**src/rtl/iot_stream_tx_if.sv**
```systemverilog
// iot_stream_tx_if: sample-in / byte-out signal bundle of iot_stream_tx.
interface iot_stream_tx_if;
    logic         s_valid;
    logic [127:0] s_data;
    logic         s_ready;
    logic         busy;
    logic         in_en;
    logic [7:0]   iot_in;
    logic         round_done;
    logic [7:0]   word_cnt;
    logic         idle;
    modport master (output s_valid, s_data, busy, input s_ready, in_en, iot_in, round_done, word_cnt, idle);
    modport slave (input s_valid, s_data, busy, output s_ready, in_en, iot_in, round_done, word_cnt, idle);
endinterface

```
**src/rtl/iot_stream_tx.sv**
```systemverilog
// iot_stream_tx: buffers 128-bit samples in a FIFO and serializes them MSB byte first to the filtering core.
module iot_stream_tx #(
    parameter int DEPTH = 4,
    parameter int ROUND_LEN = 8
) (
    input logic clk,
    input logic rst,
    iot_stream_tx_if.slave bus
);
    localparam int AW = $clog2(DEPTH);
    localparam int RW = $clog2(ROUND_LEN + 1);
    typedef enum logic [1:0] {IDLE, SEND, HOLD} state_t;
    state_t state, state_n;
    logic [127:0] mem [DEPTH];
    logic [127:0] head, shift, shift_n;
    logic [AW-1:0] wr_ptr, rd_ptr;
    logic [AW:0] cnt, cnt_n;
    logic s_ready, empty, push, pop;
    logic [4:0] byte_idx, byte_idx_n;
    logic in_en, in_en_n, round_done, round_done_n;
    logic [7:0] iot_in, iot_in_n, word_cnt, word_cnt_n;
    logic [RW-1:0] rnd, rnd_n;

    assign head = mem[rd_ptr];
    assign empty = cnt == '0;
    assign push = bus.s_valid && s_ready;
    assign cnt_n = cnt + (AW+1)'(push) - (AW+1)'(pop);

    always_ff @(posedge clk) begin
        if (rst) begin
            wr_ptr <= '0;
            rd_ptr <= '0;
            cnt <= '0;
            s_ready <= 1'b1;
        end else begin
            if (push) begin
                mem[wr_ptr] <= bus.s_data;
                wr_ptr <= wr_ptr + AW'(1);
            end
            if (pop) rd_ptr <= rd_ptr + AW'(1);
            cnt <= cnt_n;
            s_ready <= cnt_n != (AW+1)'(DEPTH);
        end
    end

    always_ff @(posedge clk) begin
        if (rst) begin
            state <= IDLE;
            shift <= '0;
            byte_idx <= '0;
            in_en <= 1'b0;
            iot_in <= 8'h00;
            word_cnt <= '0;
            rnd <= '0;
            round_done <= 1'b0;
        end else begin
            state <= state_n;
            shift <= shift_n;
            byte_idx <= byte_idx_n;
            in_en <= in_en_n;
            iot_in <= iot_in_n;
            word_cnt <= word_cnt_n;
            rnd <= rnd_n;
            round_done <= round_done_n;
        end
    end

    // SEND and HOLD share one path: busy parks in HOLD, otherwise the next byte goes out or the sample completes
    always_comb begin
        state_n = state;
        shift_n = shift;
        byte_idx_n = byte_idx;
        in_en_n = 1'b0;
        iot_in_n = iot_in;
        word_cnt_n = word_cnt;
        rnd_n = rnd;
        round_done_n = 1'b0;
        pop = 1'b0;
        if (state != IDLE && bus.busy) begin
            state_n = HOLD;
        end else if (state != IDLE && byte_idx != 5'd16) begin
            state_n = SEND;
            in_en_n = 1'b1;
            iot_in_n = shift[127:120];
            shift_n = shift << 8;
            byte_idx_n = byte_idx + 5'd1;
        end else begin
            if (state != IDLE) begin
                word_cnt_n = word_cnt + 8'd1;
                round_done_n = rnd == RW'(ROUND_LEN - 1);
                rnd_n = round_done_n ? '0 : rnd + RW'(1);
                byte_idx_n = '0;
                state_n = IDLE;
            end
            if (!empty && !bus.busy) begin
                pop = 1'b1;
                state_n = SEND;
                in_en_n = 1'b1;
                iot_in_n = head[127:120];
                shift_n = {head[119:0], 8'h00};
                byte_idx_n = 5'd1;
            end
        end
    end

    assign bus.s_ready = s_ready;
    assign bus.in_en = in_en;
    assign bus.iot_in = iot_in;
    assign bus.round_done = round_done;
    assign bus.word_cnt = word_cnt;
    assign bus.idle = state == IDLE && empty;
endmodule

```
**src/flat_wrapper.sv**
```systemverilog
// flat-port wrapper written by rule: the top's interface ports become plain ports
module iot_stream_tx_flat 
#(
    parameter int DEPTH = 4,
    parameter int ROUND_LEN = 8
)
  (clk, rst, bus_s_valid, bus_s_data, bus_busy, bus_s_ready, bus_in_en, bus_iot_in, bus_round_done, bus_word_cnt, bus_idle);
  iot_stream_tx_if bus_i ();
  input logic clk;
  input logic rst;
  input wire logic [$bits(bus_i.s_valid)-1:0] bus_s_valid;
  input wire logic [$bits(bus_i.s_data)-1:0] bus_s_data;
  input wire logic [$bits(bus_i.busy)-1:0] bus_busy;
  output wire logic [$bits(bus_i.s_ready)-1:0] bus_s_ready;
  output wire logic [$bits(bus_i.in_en)-1:0] bus_in_en;
  output wire logic [$bits(bus_i.iot_in)-1:0] bus_iot_in;
  output wire logic [$bits(bus_i.round_done)-1:0] bus_round_done;
  output wire logic [$bits(bus_i.word_cnt)-1:0] bus_word_cnt;
  output wire logic [$bits(bus_i.idle)-1:0] bus_idle;
  assign bus_i.s_valid = bus_s_valid;
  assign bus_i.s_data = bus_s_data;
  assign bus_i.busy = bus_busy;
  assign bus_s_ready = bus_i.s_ready;
  assign bus_in_en = bus_i.in_en;
  assign bus_iot_in = bus_i.iot_in;
  assign bus_round_done = bus_i.round_done;
  assign bus_word_cnt = bus_i.word_cnt;
  assign bus_idle = bus_i.idle;
  iot_stream_tx #(.DEPTH(DEPTH), .ROUND_LEN(ROUND_LEN)) u_core (.clk(clk), .rst(rst), .bus(bus_i));
endmodule
```
**config.mk**
```make
export PLATFORM = sky130hd
export DESIGN_NAME = iot_stream_tx_flat
export DESIGN_NICKNAME = d
export VERILOG_FILES = /design/src/rtl/iot_stream_tx_if.sv /design/src/rtl/iot_stream_tx.sv /design/src/flat_wrapper.sv
export SDC_FILE = /design/constraint.sdc
export NUM_CORES = 1
export LEC_CHECK = 0
export CAP_MARGIN = 5
export CORE_MARGIN = 2
export CORE_UTILIZATION = 46
export CTS_CLUSTER_SIZE = 30
export DETAILED_ROUTE_END_ITERATION = 16
export PLACE_DENSITY = 0.67
export SYNTH_ARGS = -nofsm -noshare
export SYNTH_HDL_FRONTEND = slang
export SYNTH_SLANG_ARGS = --single-unit
```
**constraint.sdc**
```tcl
create_clock -name clk -period 4.5 [get_ports clk]
set_input_delay 0.9 -clock clk [delete_from_list [all_inputs] [get_ports clk]]
set_output_delay 0.9 -clock clk [all_outputs]
set_load 0.02 [all_outputs]
```
==> results of run 1 <==
[registers in the layout (all words and copies together), names as in the netlist, 2 cells and up, named ones only]
register / cells
u_core.bus.word_cnt: 8
u_core.rd_ptr: 2
u_core.state: 2
u_core.rnd: 4
u_core.byte_idx: 5
u_core.shift: 120
u_core.wr_ptr: 2
u_core.mem: 512
u_core.cnt: 3
u_core.bus.iot_in: 8
[cell families (layout without fill, tap and decap cells)]
group / after synthesis / in the layout / synth area share, %
and+or+nand+nor: 317 / 317 / 5.003
DFF: 671 / 671 / 72.04
muxes: 130 / 130 / 11.27
adders and majority gates: 11 / 11 / 0.5634
other: 0 / 4 / 0
AOI/OAI and AO/OA: 265 / 265 / 8.330
buffers and inverters: 113 / 304 / 2.283
xor gates and xnor gates: 15 / 15 / 0.5100
[cells in the mapped netlist, types with 2 or more instances]
cell      count
buf_6        10
buf_1         5
nor2_1      152
mux4_2      128
xnor2_1      15
buf_4         7
nor2b_1       2
nand3_1       4
dfxtp_1     159
nand2_1     132
nor3_1        6
nand4_1       2
a211oi_1     33
buf_2        50
inv_1        12
a22oi_1       8
a21oi_1     127
a211oi_2     91
edfxtp_1    512
nor4_1        3
and2_1        5
ha_1         10
nand3b_1      2
clkbuf_1     29
[metrics by stage]
step / power [mW] / setup slack, ns / cell area (um^2) / utilization [%] / hold WS (ns)
2_1_floorplan: 10.90 / 1.209 / 25770 / - / 0.4523
5_1_grt: 18.12 / 1.270 / 30230 / 54.77 / 0.5196
3_5_place_dp: 12.03 / 1.214 / 28060 / 50.84 / 0.4910
3_3_place_gp: 11.95 / 1.280 / 28060 / 50.84 / 0.4628
4_1_cts: 17.51 / 1.371 / 30230 / 54.76 / 0.5002
6_report: 17.32 / 1.397 / 30240 / 54.77 / 0.5032
[power by group]
group          internal [mW]  switching [mW]  leakage [nW]
clock network           3.24            2.23          1.07
logic                   1.69            2.22          2.78
registers               7.48           0.458          5.96
total                   12.4            4.91          9.80
[final timing paths]
kind	end	slack [ns]	cells past startpoint
worst max-delay path	bus_idle	1.40	3
worst min-delay path	u_core.rnd[1]	0.50	2
worst min register to register	u_core.rnd[1]	0.50	2
worst max register to register	u_core.bus.s_ready	1.65	12
[routing by layer]
layer  vias to the layer above  global-route usage (%)  wire length [um]
met5                         -                       0                22
met4                         4                   6.174              1103
met3                        70                   3.363              2326
met2                       279                   31.05             26560
met1                      7041                   25.14             23330
li1                       6179                       -                 -
[worst max-delay path, stage by stage, from the launching register on]
cell and delay (ns):
dfxtp_1 0.34, nor2_1 0.46, and2_1 0.23, clkdlybuf4s50_1 0.60
[final cells by class]
cell class / count / share of cell area (%)
Timing Repair Buffer: 171 / 6.162
Antenna cell: 4 / 0.03311
Sequential cell: 671 / 61.40
Clock inverter: 23 / 0.7035
Clock buffer: 98 / 6.451
Multi-Input combinational cell: 738 / 22.00
Inverter: 12 / 0.1490
Tap cell: 748 / 3.095
==> impl_metrics.env, run 1 <==
export IMPL_worstHoldStart="u_core.rnd[1]"
export IMPL_area_delta_synth_final_pct=17.37
export IMPL_die_w_um=240.6
export IMPL_syn_area_mm2=0.02576
export IMPL_wire_per_inst_um=21.64
export IMPL_clkSlewWorstSetupHoldPaths_ns=0.06
export IMPL_cp_arrival_ns=2.20
export IMPL_gp_congestion=0.7255
export IMPL_yosysTopAreaCell="edfxtp_1"
export IMPL_synth_area_leaders="edfxtp_1, dfxtp_1, mux4_2"
export IMPL_hold_viol_final=0
export IMPL_fin_cells=2465
export IMPL_crit_required_ns=3.60
export IMPL_ys_warn_count=0
export IMPL_power_density_mw_per_mm2=572.8
export IMPL_cts_hold_buf=0
export IMPL_ys_types=42
export IMPL_dr_total_vias=13570
export IMPL_path_class="register to output port"
export IMPL_cts_resized=0
export IMPL_hp_class="register to register"
export IMPL_viasPerCell=5.506
export IMPL_max_clock_path_buffers=3
export IMPL_cts_made_buffers=68
export IMPL_cts_sinks=671
export IMPL_synth_avg_cell_area_um2=16.93
export IMPL_max_freq_mhz=322.3
export IMPL_drc=0
export IMPL_synth_edf_count=512
export IMPL_postCtsSetupBuffers=0
export IMPL_grt_overflow=0
export IMPL_place_inst=2340
export IMPL_dieArea_mm2=0.05791
export IMPL_hpwl_mm=30.23
export IMPL_antenna_found_initial=5
export IMPL_rsz0062_at_grt="false"
export IMPL_final_common_cell="edfxtp_1"
export IMPL_p_leak_nw=9.804
export IMPL_synth_top_flop_cell="edfxtp_1"
export IMPL_final_cell_mix="edfxtp_1, dfxtp_1, nor2_1"
export IMPL_coreArea_mm2=0.05520
export IMPL_final_seq_area_mm2=0.01857
export IMPL_drv_slew=0
export IMPL_irDropWorstVdd_mv=0.3785
export IMPL_worst_slew_pin_slew_ns=1.060
export IMPL_layout_nets=1805
export IMPL_multi_input_area_mm2=0.006653
export IMPL_setup_viol=0
export IMPL_wl_mm=53.35
export IMPL_nFillCells=4292
export IMPL_grt_usage_pct=18.71
export IMPL_netlist_instances=1522
export IMPL_ios=152
export IMPL_netlist_area_leader_share_pct=59.68
export IMPL_ant_nets=0
export IMPL_finalCritPeriodShare_pct=68.95
export IMPL_syn_nets=1665
export IMPL_outcome="complete, no violations"
export IMPL_drt_pass1_iterations=5
export IMPL_cp_max_fo=7
export IMPL_rows=86
export IMPL_grt_max_degree=121
export IMPL_grt_pass1_vias=13990
export IMPL_initial_core_util_pct=46.67
export IMPL_endpoint_kind="output port"
export IMPL_crit_path_start_kind="register"
export IMPL_htreeDepth=3
export IMPL_ys_seq_area_share_pct=72.04
export IMPL_cts_tree="yes"
export IMPL_ys_ff_latch=671
export IMPL_final_min_clock_period_ns=3.103
export IMPL_die_h_um=240.6
export IMPL_clock_root_buffer="clkbuf_16"
export IMPL_timing_rr_start="u_core.byte_idx[0]"
export IMPL_tns_ns=0
export IMPL_clock_latency_ns=0.58
export IMPL_maxSlewHeadroom_pct=29.34
export IMPL_cap_viol_max_count=0
export IMPL_drive_above_1_share_pct=20.49
export IMPL_finClkSkew_ns=0.01490
export IMPL_async_reset_ff_share_pct=0
export IMPL_io_buffers=151
export IMPL_critPathLaunch="u_core.state[1]"
export IMPL_dr_first_iter_drc_count=797
export IMPL_grt_pass1_wl_mm=81.42
No activity file was read; power rests on OpenSTA's default activity.
==> run 2, diff against run 1 <==
clock period = 2.7 ns   (was 4.5 ns; I/O delays follow)
==> run 2 against run 1 <==
Core utilization grew 0.79 points; register-to-register slack got worse by 1.2 ns; cell area is 1.4% higher; sequential power is 65% higher; clock skew rose by 0.0093 ns; clock power grew 67%; die area did not move; sequential cell count stayed put; hold slack got worse by 0.022 ns; sequential share of layout area shrank 0.88 points; critical path type unchanged; largest cell class unchanged; highest routed layer unchanged.
==> impl_metrics.env, run 2 (synthesized netlist as in run 1, its figures left out) <==
export IMPL_layout_nets=1834
export IMPL_cts_made_buffers=68
export IMPL_die_w_um=240.6
export IMPL_ios=152
export IMPL_hold_viol_final=0
export IMPL_p_int_mw=20.96
export IMPL_finalCritPeriodShare_pct=92.11
export IMPL_cts_resized=0
export IMPL_top_register="u_core.mem"
export IMPL_cp_num_buf_inv=2
export IMPL_crit_end="bus_idle"
export IMPL_final_min_clock_period_ns=2.487
export IMPL_antenna_found_initial=6
export IMPL_place_inst=2368
export IMPL_drv_slew=0
export IMPL_cp_num_cells=4
export IMPL_setup_viol=0
export IMPL_tns_ns=0
export IMPL_slowest_stage="clkdlybuf4s50_1"
export IMPL_grt_usage_pct=18.77
export IMPL_grt_pass1_wl_mm=82.24
export IMPL_timing_rr_start="u_core.byte_idx[0]"
export IMPL_nFillCells=4281
export IMPL_clock_root_buffer="clkbuf_16"
export IMPL_drc=0
export IMPL_r2r_end="u_core.bus.s_ready"
export IMPL_grt_overflow=0
export IMPL_largest_reg_flops=512
export IMPL_rr_worst_depth=11
export IMPL_initial_core_util_pct=46.67
export IMPL_holdPathStages=2
export IMPL_viasPerCell=5.461
export IMPL_cap_viol_max_count=0
export IMPL_crit_required_ns=2.16
export IMPL_area_delta_synth_final_pct=19.07
export IMPL_top_regs="u_core.mem x512, u_core.shift x120"
export IMPL_power_switching_mw=8.247
export IMPL_ant_nets=0
export IMPL_hpwl_mm=32.42
export IMPL_dieArea_mm2=0.05791
export IMPL_p_leak_nw=10.01
export IMPL_ff2ff_setup_slack_ns=0.42
export IMPL_final_common_cell="edfxtp_1"
export IMPL_dr_total_vias=13610
export IMPL_wl_mm=53.57
export IMPL_gp_congestion=0.7533
export IMPL_grt_max_degree=155
export IMPL_hp_class="register to register"
export IMPL_cp_arrival_ns=1.95
export IMPL_pwr_share_comb_pct=23.7
export IMPL_power_share_sequential_pct=45.0
export IMPL_switching_share_pct=28.24
export IMPL_crit_path_start_kind="register"
export IMPL_irDropWorstVdd_mv=0.5055
export IMPL_final_cell_mix="edfxtp_1, dfxtp_1, nor2_1"
export IMPL_cts_tree="yes"
export IMPL_endpoint_kind="output port"
export IMPL_rows=86
export IMPL_io_buffers=151
export IMPL_fin_cells=2493
export IMPL_clock_latency_ns=0.60
export IMPL_max_freq_mhz=402.1
export IMPL_power_density_mw_per_mm2=952.2
export IMPL_cp_max_fo=7
export IMPL_finClkSkew_ns=0.02418
export IMPL_drive_above_1_share_pct=21.74
export IMPL_outcome="complete, no violations"
export IMPL_worst_slew_pin_slew_ns=1.015
export IMPL_worstPathCellList="nor2_1, buf_4, and2_1, clkdlybuf4s50_1"
export IMPL_power_frac_clock_pct=31.3
export IMPL_path_class="register to output port"
export IMPL_cp_top_family="buffers and inverters"
export IMPL_clkSlewWorstSetupHoldPaths_ns=0.06
export IMPL_max_stage_delay_ns=0.60
export IMPL_critPathLaunch="u_core.state[1]"
export IMPL_cts_hold_buf=0
export IMPL_grt_pass1_vias=14170
export IMPL_wire_per_inst_um=21.49
export IMPL_htreeDepth=3
export IMPL_die_h_um=240.6
export IMPL_coreArea_mm2=0.05520
export IMPL_rsz0062_at_grt="false"
export IMPL_dr_first_iter_drc_count=920
export IMPL_drt_pass1_iterations=5
export IMPL_max_clock_path_buffers=3
export IMPL_cts_sinks=671
export IMPL_maxSlewHeadroom_pct=32.36
[run 2: cell type report]
| type | instances | area, um^2 | share of cell area [%] |
|---|---|---|---|
| inverter | 12 | 45.04 | 0.1468 |
| multi-input combinational | 738 | 6653 | 21.69 |
| clock buffer | 93 | 1899 | 6.192 |
| tap | 748 | 935.9 | 3.051 |
| timing repair buffer | 200 | 2306 | 7.518 |
| antenna | 2 | 5.005 | 0.01632 |
| sequential | 671 | 18570 | 60.53 |
| clock inverter | 29 | 264.0 | 0.8607 |
[run 2: through the flow]
step | hold WS [ns] | power (mW) | setup slack (ns) | utilization, % | cell area (um^2)
2_1_floorplan | 0.4523 | 18.17 | -0.2313 | - | 25770
3_3_place_gp | 0.4649 | 20.21 | 0.1933 | 51.63 | 28500
3_5_place_dp | 0.4718 | 20.37 | 0.2017 | 51.63 | 28500
4_1_cts | 0.4793 | 29.56 | 0.1785 | 55.56 | 30670
5_1_grt | 0.5059 | 30.55 | 0.1500 | 55.57 | 30670
6_report | 0.4811 | 29.21 | 0.2130 | 55.57 | 30670
[run 2: worst min-delay path by stage]
stage / startpoint / endpoint / slack, ns
finish: u_core.rnd[1] / u_core.rnd[1] / 0.48
CTS: u_core.rnd[1] / u_core.rnd[1] / 0.48
detailed placement: u_core.rnd[1] / u_core.rnd[1] / 0.47
floorplan: u_core.rnd[3] / u_core.rnd[3] / 0.45
global route: u_core.rnd[1] / u_core.rnd[1] / 0.51
global placement: u_core.rnd[1] / u_core.rnd[1] / 0.46
[run 2: tightest hold or removal path, stage by stage, from the launching register on]
cell and delay (ns):
dfxtp_1 0.32, nand2_1 0.06, a21oi_1 0.05
[run 2: metal layers]
| metal | track usage (%) | vias up | part of all wire [%] |
|---|---|---|---|
| met5 | 0 | - | 0.078 |
| met4 | 5.816 | 8 | 2.0 |
| met3 | 3.489 | 76 | 5.1 |
| met2 | 32.05 | 301 | 51 |
| met1 | 24.48 | 7006 | 42 |
| li1 | - | 6223 | - |
[run 2: power groups by stage]
stage          logic (mW)  registers, mW  clock network (mW)
6_report             6.93           13.1                9.13
5_1_grt              7.56           13.3                9.72
4_1_cts              7.07           13.2                9.34
3_5_place_dp         7.02           13.4                   0
3_3_place_gp         6.89           13.3                   0
2_1_floorplan        5.03           13.1                   0
[run 2: what timing repair did]
item | 4_1_cts | 5_1_grt
buffers inserted | 1 | 0
setup endpoints to repair | 1 | 0
endpoints found under the hold margin | 0 | 0
